--- src/rtl/mem_dump_reader.sv ---
// mem_dump_reader: sweeps a word-aligned memory window through the core's back-door
// read port and streams each word out on valid/ready with a running checksum.
module mem_dump_reader #(
    parameter int READ_LATENCY = 1
) (
    input  logic        clk,
    input  logic        rstn_i,
    input  logic        start_i,
    input  logic [31:0] base_addr_i,
    input  logic [15:0] word_count_i,
    output logic [31:0] mem_addr_o,
    input  logic [31:0] mem_data_i,
    output logic        dump_valid_o,
    input  logic        dump_ready_i,
    output logic [31:0] dump_data_o,
    output logic [31:0] dump_addr_o,
    output logic        dump_last_o,
    output logic        busy_o,
    output logic        done_o,
    output logic [31:0] checksum_o
);
    typedef enum logic [2:0] {IDLE, ISSUE, WAIT, HOLD, DONE} state_t;
    localparam logic [1:0] CNT_INIT = (READ_LATENCY == 0) ? 2'd0 : 2'(READ_LATENCY - 1);
    state_t      state_q, state_d;
    logic [31:0] addr_q, addr_d, data_q, data_d, csum_q, csum_d;
    logic [15:0] rem_q, rem_d;
    logic [1:0]  cnt_q, cnt_d;
    always_ff @(posedge clk or negedge rstn_i) begin
        if (!rstn_i) begin
            state_q <= IDLE;
            addr_q  <= '0;
            data_q  <= '0;
            csum_q  <= '0;
            rem_q   <= '0;
            cnt_q   <= '0;
        end else begin
            state_q <= state_d;
            addr_q  <= addr_d;
            data_q  <= data_d;
            csum_q  <= csum_d;
            rem_q   <= rem_d;
            cnt_q   <= cnt_d;
        end
    end
    always_comb begin
        state_d = state_q;
        addr_d  = addr_q;
        data_d  = data_q;
        csum_d  = csum_q;
        rem_d   = rem_q;
        cnt_d   = cnt_q;
        case (state_q)
            IDLE: if (start_i) begin
                csum_d = '0;
                if (word_count_i != 16'd0) begin
                    addr_d  = base_addr_i & ~32'd3;
                    rem_d   = word_count_i;
                    state_d = ISSUE;
                end else begin
                    state_d = DONE;
                end
            end
            ISSUE: if (READ_LATENCY == 0) begin
                data_d  = mem_data_i;
                state_d = HOLD;
            end else begin
                cnt_d   = CNT_INIT;
                state_d = WAIT;
            end
            WAIT: if (cnt_q == 2'd0) begin
                data_d  = mem_data_i;
                state_d = HOLD;
            end else begin
                cnt_d = cnt_q - 2'd1;
            end
            HOLD: if (dump_ready_i) begin
                csum_d = csum_q + data_q;
                if (rem_q == 16'd1) begin
                    state_d = DONE;
                end else begin
                    addr_d  = addr_q + 32'd4;
                    rem_d   = rem_q - 16'd1;
                    state_d = ISSUE;
                end
            end
            DONE:    state_d = IDLE;
            default: state_d = IDLE;
        endcase
    end
    // The read address stays on the bus through HOLD so the core sees a stable request.
    assign busy_o       = state_q inside {ISSUE, WAIT, HOLD};
    assign mem_addr_o   = busy_o ? addr_q : '0;
    assign dump_valid_o = state_q == HOLD;
    assign dump_data_o  = dump_valid_o ? data_q : '0;
    assign dump_addr_o  = dump_valid_o ? addr_q : '0;
    assign dump_last_o  = dump_valid_o && rem_q == 16'd1;
    assign done_o       = state_q == DONE;
    assign checksum_o   = csum_q;
endmodule

--- config.mk ---
export PLATFORM = sky130hd
export DESIGN_NAME = mem_dump_reader
export DESIGN_NICKNAME = d
export VERILOG_FILES = /design/src/rtl/mem_dump_reader.sv
export SDC_FILE = /design/constraint.sdc
export NUM_CORES = 1
export LEC_CHECK = 0
export CAP_MARGIN = 5
export CORE_MARGIN = 1
export CORE_UTILIZATION = 53
export CTS_CLUSTER_SIZE = 25
export DETAILED_ROUTE_END_ITERATION = 12
export GPL_ROUTABILITY_DRIVEN = 0
export GPL_TIMING_DRIVEN = 1
export PLACE_DENSITY_LB_ADDON = 0.2
export REMOVE_ABC_BUFFERS = 1
export SLEW_MARGIN = 20
export SYNTH_ARGS = -nofsm -noshare
export SYNTH_HDL_FRONTEND = slang
export SYNTH_SLANG_ARGS = --single-unit
--- constraint.sdc ---
create_clock -name clk -period 6.47 [get_ports clk]
set_clock_uncertainty 0.15 [all_clocks]
set_input_delay 1.294 -clock clk [delete_from_list [all_inputs] [get_ports clk]]
set_output_delay 1.294 -clock clk [all_outputs]
set_load 0.1 [all_outputs]
==> flow_metrics.py, run 1 <==
metrics = {
    "yosys": {
        "yosys_warnings": 0,
        "async_reset_ff_frac": 1.00,
        "avgSynthCellArea_um2": 8.35,
        "ys_types": 61,
        "synthesis.area_um2": 7620,
        "synth-seq-cells": 115,
        "syn_inst": 913,
        "yosysSeqAreaShare": 0.378,
        "synth_edf_count": 0,
        "synth-main-ff-cell": "dfrtp_1",
    },
    "sta": {
        "setup_violations": 0,
        "hold_ws_ps": 362,
        "fin_crit_sh": 0.830,
        "finalCriticalPeriod_ps": 5370,
        "fmax_mhz": 186,
        "tightest_slew_ps": 1070,
        "drv_slew": 0,
        "slew_headroom": 0.283,
        "hold_viol": 0,
        "setup-tns-final_ps": 0,
        "rsz0062_at_grt": "no",
    },
    "floorplanning": {
        "core_um2": 13900,
        "io_pins": 216,
        "dieArea_um2": 14900,
        "die_w_um": 122,
        "start_util": 0.547,
        "row_count": 43,
        "die_y_um": 122,
    },
    "worst_setup_path": {
        "critPathKind": "register to primary output",
        "rr_startpoint": "state_q[1]",
        "cp-start-kind": "register",
        "reg2reg_depth": 6,
        "rrSetupSlack_ps": 2670,
        "crit_chain": "nand2b_1 > or2_2 > clkinv_2 > buf_4 > clkdlybuf4s50_1",
        "critPathSlowestCell": "clkdlybuf4s50_1",
        "r2r-end": "checksum_o[24]",
        "arrival_ps": 3920,
        "crit_required_ps": 5030,
        "cpPeakStageDelay_ps": 1000,
        "path_max_fanout": 47,
        "worstSetupEndpointType": "primary output",
    },
    "drt": {
        "wl_met3_mm": 1.55,
        "routedWlPerCell_um": 16.1,
        "detail_route.first_pass.iterations": 6,
        "route.met2.wl_mm": 10.1,
        "wl_mm": 20.8,
        "drt_first_iter_violations": 616,
        "drcViolationCount": 0,
        "met1_length_mm": 8.78,
        "top_layer": "met4",
        "antenna_left": 0,
        "num_vias": 7494,
        "vias_per_cell": 5.81,
    },
    "worst_hold_path": {
        "min_path_type": "register to register",
        "hold_depth": 2,
        "whs_endpoint": "checksum_o[27]",
        "hp-start": "checksum_o[27]",
    },
    "global_routing": {
        "grt_pass1_vias": 6953,
        "grt_max_degree": 72,
        "grt_first_pass_wirelength_mm": 33.8,
        "grt-ovfl-total": 0,
        "grt.total_usage": 0.289,
        "antenna_found_initial": 0,
    },
    "finish": {
        "regArea_um2": 2880,
        "fill_cells": 1080,
        "drive_gt1_frac": 0.102,
        "mostFrequentLayoutCell": "clkdlybuf4s50_1",
        "layout_common_cells": "clkdlybuf4s50_1, dfrtp_1, a21oi_1",
        "finish.utilization": 0.737,
        "finalNonFillerCells": 1290,
        "diodes": 0,
        "syn2layout_area_growth_pct": 34.8,
        "multi_input_area_um2": 4430,
        "nets": 1219,
    },
    "cts": {
        "hold_buffers": 0,
        "cts.root.buffer_cell": "clkbuf_16",
        "cts_made_buffers": 17,
        "cts_setup_buffers": 0,
        "cts_sinks": 115,
        "clock_path_buffers": 2,
        "worstSkewPairLatency_ps": 420,
        "htreeDepth": 4,
        "cts_tree": "yes",
        "clk_pin_slew_worst_paths_ps": 50,
        "cts_resized": 0,
    },
    "outcome": {
        "status": "finished clean",
    },
    "placement": {
        "hpwl_mm": 14.4,
        "place_inst": 1260,
        "port_buffers": 209,
    },
    "run": {
        "maxCapViolCount": 0,
    },
}
-- cell usage after synthesis (4+ instances only) --
library cell	count	area, um2
dfrtp_1	115	2880
a21oi_1	109	546
nand2_1	106	398
and2_1	90	563
o21ai_0	85	425
nor2_1	44	165
clkbuf_1	37	139
ha_1	35	438
mux2_2	31	349
inv_1	29	109
nand3_1	26	130
nor3_1	16	80.1
o22ai_1	15	93.8
nand4_1	14	87.6
xnor2_1	13	114
and3_1	12	75.1
nand2b_1	11	68.8
xor2_1	10	87.6
buf_2	9	45.0
a21o_1	8	60.1
o21bai_1	8	60.1
a31oi_1	7	43.8
nor4_1	7	43.8
or3_1	7	43.8
a22o_1	5	43.8
or2_2	5	31.3
a22oi_1	4	30.0
buf_4	4	30.0
-- flip-flops by register name, summed over array words and instances, names as in the netlist --
name        flops
addr_q         30
checksum_o     32
cnt_q           2
data_q         32
rem_q          16
state_q         3
-- layout make-up --
cell class,instances,share of cell area
inverters,30,0.0111
well taps,180,0.0219
clock buffers,26,0.0496
multi-input cells,719,0.432
clock inverters,4,0.00463
repair buffers,216,0.201
flip-flops and latches,115,0.280
-- critical path: cells and delay by family, from the launching register on --
family	cells	cell delay, ps
buf+inv	3	2130
flops	1	470
simple gates	2	870
-- worst max path at each step --
stage / start / endpoint / slack [ps] / cells past startpoint
2_1_floorplan: state_q[1] / dump_addr_o[12] / 430 / 4
3_3_place_gp: state_q[1] / dump_valid_o / 1640 / 5
3_5_place_dp: state_q[1] / dump_valid_o / 1530 / 5
4_1_cts: state_q[1] / dump_valid_o / 1080 / 5
5_1_grt: state_q[1] / dump_valid_o / 900 / 5
6_report: state_q[1] / dump_valid_o / 1100 / 5
-- layer usage --
| layer | track usage | up-vias |
|---|---|---|
| li1 | - | 3620 |
| met1 | 0.367 | 3535 |
| met2 | 0.488 | 308 |
| met3 | 0.0609 | 31 |
| met4 | 0.0965 | 0 |
| met5 | 0 | - |
-- kinds of logic (layout without fill, tap and decap cells) --
kind of cell | Yosys count | count (layout) | synth area share
AOI/OAI and AO/OA | 272 | 272 | 0.208
xor gates and xnor gates | 23 | 23 | 0.0264
adders and majority gates | 36 | 36 | 0.0601
buffers and inverters | 82 | 276 | 0.0438
DFF | 115 | 115 | 0.378
muxes | 33 | 33 | 0.0484
other | 1 | 4 | 0.000492
and+or+nand+nor | 351 | 351 | 0.235
-- stage by stage --
stage / area [um2] / setup WS (ps)
final: 10300 / 1100
after global routing: 10300 / 905
after CTS: 10300 / 1080
after detailed placement: 9720 / 1530
after global placement: 9720 / 1640
after floorplan: 7410 / 427
Power of run 1 is not shown: default switching activity piles up to over one toggle a cycle in this logic, so the estimate is an artifact.
==> run 2, diff against run 1 <==
--- a/config.mk
+++ b/config.mk
@@ -7,7 +7,7 @@
 export LEC_CHECK = 0
 export CAP_MARGIN = 5
 export CORE_MARGIN = 1
-export CORE_UTILIZATION = 53
+export CORE_UTILIZATION = 44
 export CTS_CLUSTER_SIZE = 25
 export DETAILED_ROUTE_END_ITERATION = 12
 export GPL_ROUTABILITY_DRIVEN = 0
==> constraint.sdc (replaced) <==
create_clock -name clk -period 4.6 [get_ports clk]
set_clock_uncertainty 0.15 [all_clocks]
set_input_delay 0.92 -clock clk [delete_from_list [all_inputs] [get_ports clk]]
set_output_delay 0.92 -clock clk [all_outputs]
set_load 0.1 [all_outputs]
==> flow_metrics.py, run 2 (synthesis results as in run 1) <==
metrics = {
    "sta": {
        "hold_viol": 0,
        "fmax_mhz": 272,
        "finalCriticalPeriod_ps": 3680,
        "drv_slew": 0,
        "hold_ws_ps": 360,
        "tightest_slew_ps": 1050,
        "setup_violations": 0,
        "slew_headroom": 0.294,
        "worst_slack_ps": 917,
        "rsz0062_at_grt": "no",
        "fin_crit_sh": 0.801,
    },
    "cts": {
        "worstSkewPairLatency_ps": 410,
        "cts_sinks": 115,
        "cts_made_buffers": 17,
        "htreeDepth": 4,
        "clk_pin_slew_worst_paths_ps": 60,
        "cts_setup_buffers": 0,
        "cts.root.buffer_cell": "clkbuf_16",
        "cts_tree": "yes",
        "cts_resized": 0,
        "hold_buffers": 0,
        "clock_path_buffers": 2,
    },
    "worst_setup_path": {
        "rr_startpoint": "checksum_o[0]",
        "worstSetupEndpointType": "primary output",
        "crit_chain": "nand2b_1 > or2_2 > clkinv_2 > buf_4 > and2_1 > buf_4",
        "cp-start-kind": "register",
        "crit_buf_inv": 3,
        "startpoint": "state_q[1]",
        "cpMostUsedCell": "buf_4",
        "path_max_fanout": 67,
        "rrSetupSlack_ps": 1230,
        "cpPeakStageDelay_ps": 510,
        "critPathKind": "register to primary output",
        "crit_end": "dump_addr_o[24]",
        "path_delay_family": "buffers and inverters",
        "reg2reg_depth": 12,
        "arrival_ps": 2610,
        "crit_required_ps": 3530,
        "crit_cells": 6,
        "r2r-end": "checksum_o[30]",
        "critPathSlowestCell": "dfrtp_1",
    },
    "placement": {
        "place_inst": 1305,
        "preCtsSetupSlack_ps": 871,
        "port_buffers": 209,
        "hpwl_mm": 14.9,
    },
    "global_routing": {
        "grt.total_usage": 0.240,
        "grt-ovfl-total": 0,
        "grt_util_met2": 0.394,
        "grt_busiest_layer": "met2",
        "grt_pass1_vias": 7000,
        "grt_max_degree": 77,
        "met1_usage": 0.317,
        "grt_first_pass_wirelength_mm": 34.4,
        "antenna_found_initial": 0,
        "met3_usage": 0.0540,
    },
    "drt": {
        "drt_first_iter_violations": 394,
        "vias_per_cell": 5.54,
        "detail_route.first_pass.iterations": 5,
        "num_vias": 7408,
        "drcViolationCount": 0,
        "wl_mm": 21.1,
        "routedWlPerCell_um": 15.8,
        "antenna_left": 0,
    },
    "run": {
        "maxCapViolCount": 0,
    },
    "floorplanning": {
        "start_util": 0.455,
        "io_pins": 216,
        "die_w_um": 134,
        "die_y_um": 134,
        "dieArea_um2": 17900,
        "core_um2": 16800,
        "row_count": 47,
    },
    "worst_hold_path": {
        "min_path_type": "register to register",
    },
    "finish": {
        "drive_gt1_frac": 0.167,
        "finish.utilization": 0.614,
        "diodes": 0,
        "nets": 1224,
        "fill_cells": 1463,
        "layout_common_cells": "dfrtp_1, clkdlybuf4s50_1, a21oi_1",
        "mostFrequentLayoutCell": "dfrtp_1",
        "finalNonFillerCells": 1337,
        "syn2layout_area_growth_pct": 35.1,
    },
    "outcome": {
        "status": "finished clean",
    },
}
## run 2: worst min path at each step
stage,from,end,cells past startpoint
after floorplan,rem_q[15],rem_q[15],2
after global placement,cnt_q[1],cnt_q[1],1
after detailed placement,cnt_q[1],cnt_q[1],1
after CTS,cnt_q[1],cnt_q[1],1
after global routing,cnt_q[1],cnt_q[1],1
final,checksum_o[23],checksum_o[23],2
## run 2: final cells by class
cell class	instances	area, um2	area share
multi-input combinational	719	4430	0.431
sequential	115	2880	0.280
timing repair buffer	221	1970	0.191
clock buffer	22	474	0.0461
tap	220	275	0.0267
clock inverter	10	154	0.0149
inverter	30	114	0.0111
## run 2: per-layer routing
| metal | part of all wire | wire length [um] | vias to the layer above |
|---|---|---|---|
| li1 | - | - | 3640 |
| met1 | 0.45 | 9510 | 3485 |
| met2 | 0.47 | 9880 | 266 |
| met3 | 0.069 | 1460 | 17 |
| met4 | 0.011 | 242 | 0 |
| met5 | 0 | 0 | - |
## run 2: tightest hold or removal path, stage by stage, from the launching register on
cell and delay, ps:
dfrtp_1 360, nand2_1 50, o21ai_0 60
## run 2: metrics by stage
step	setup TNS (ps)	instance area (um2)
after CTS	0	10300
final	0	10300
after floorplan	-91110	7410
after detailed placement	0	9670
after global placement	0	9670
after global routing	0	10300
Power of run 2 is left out for the same reason.
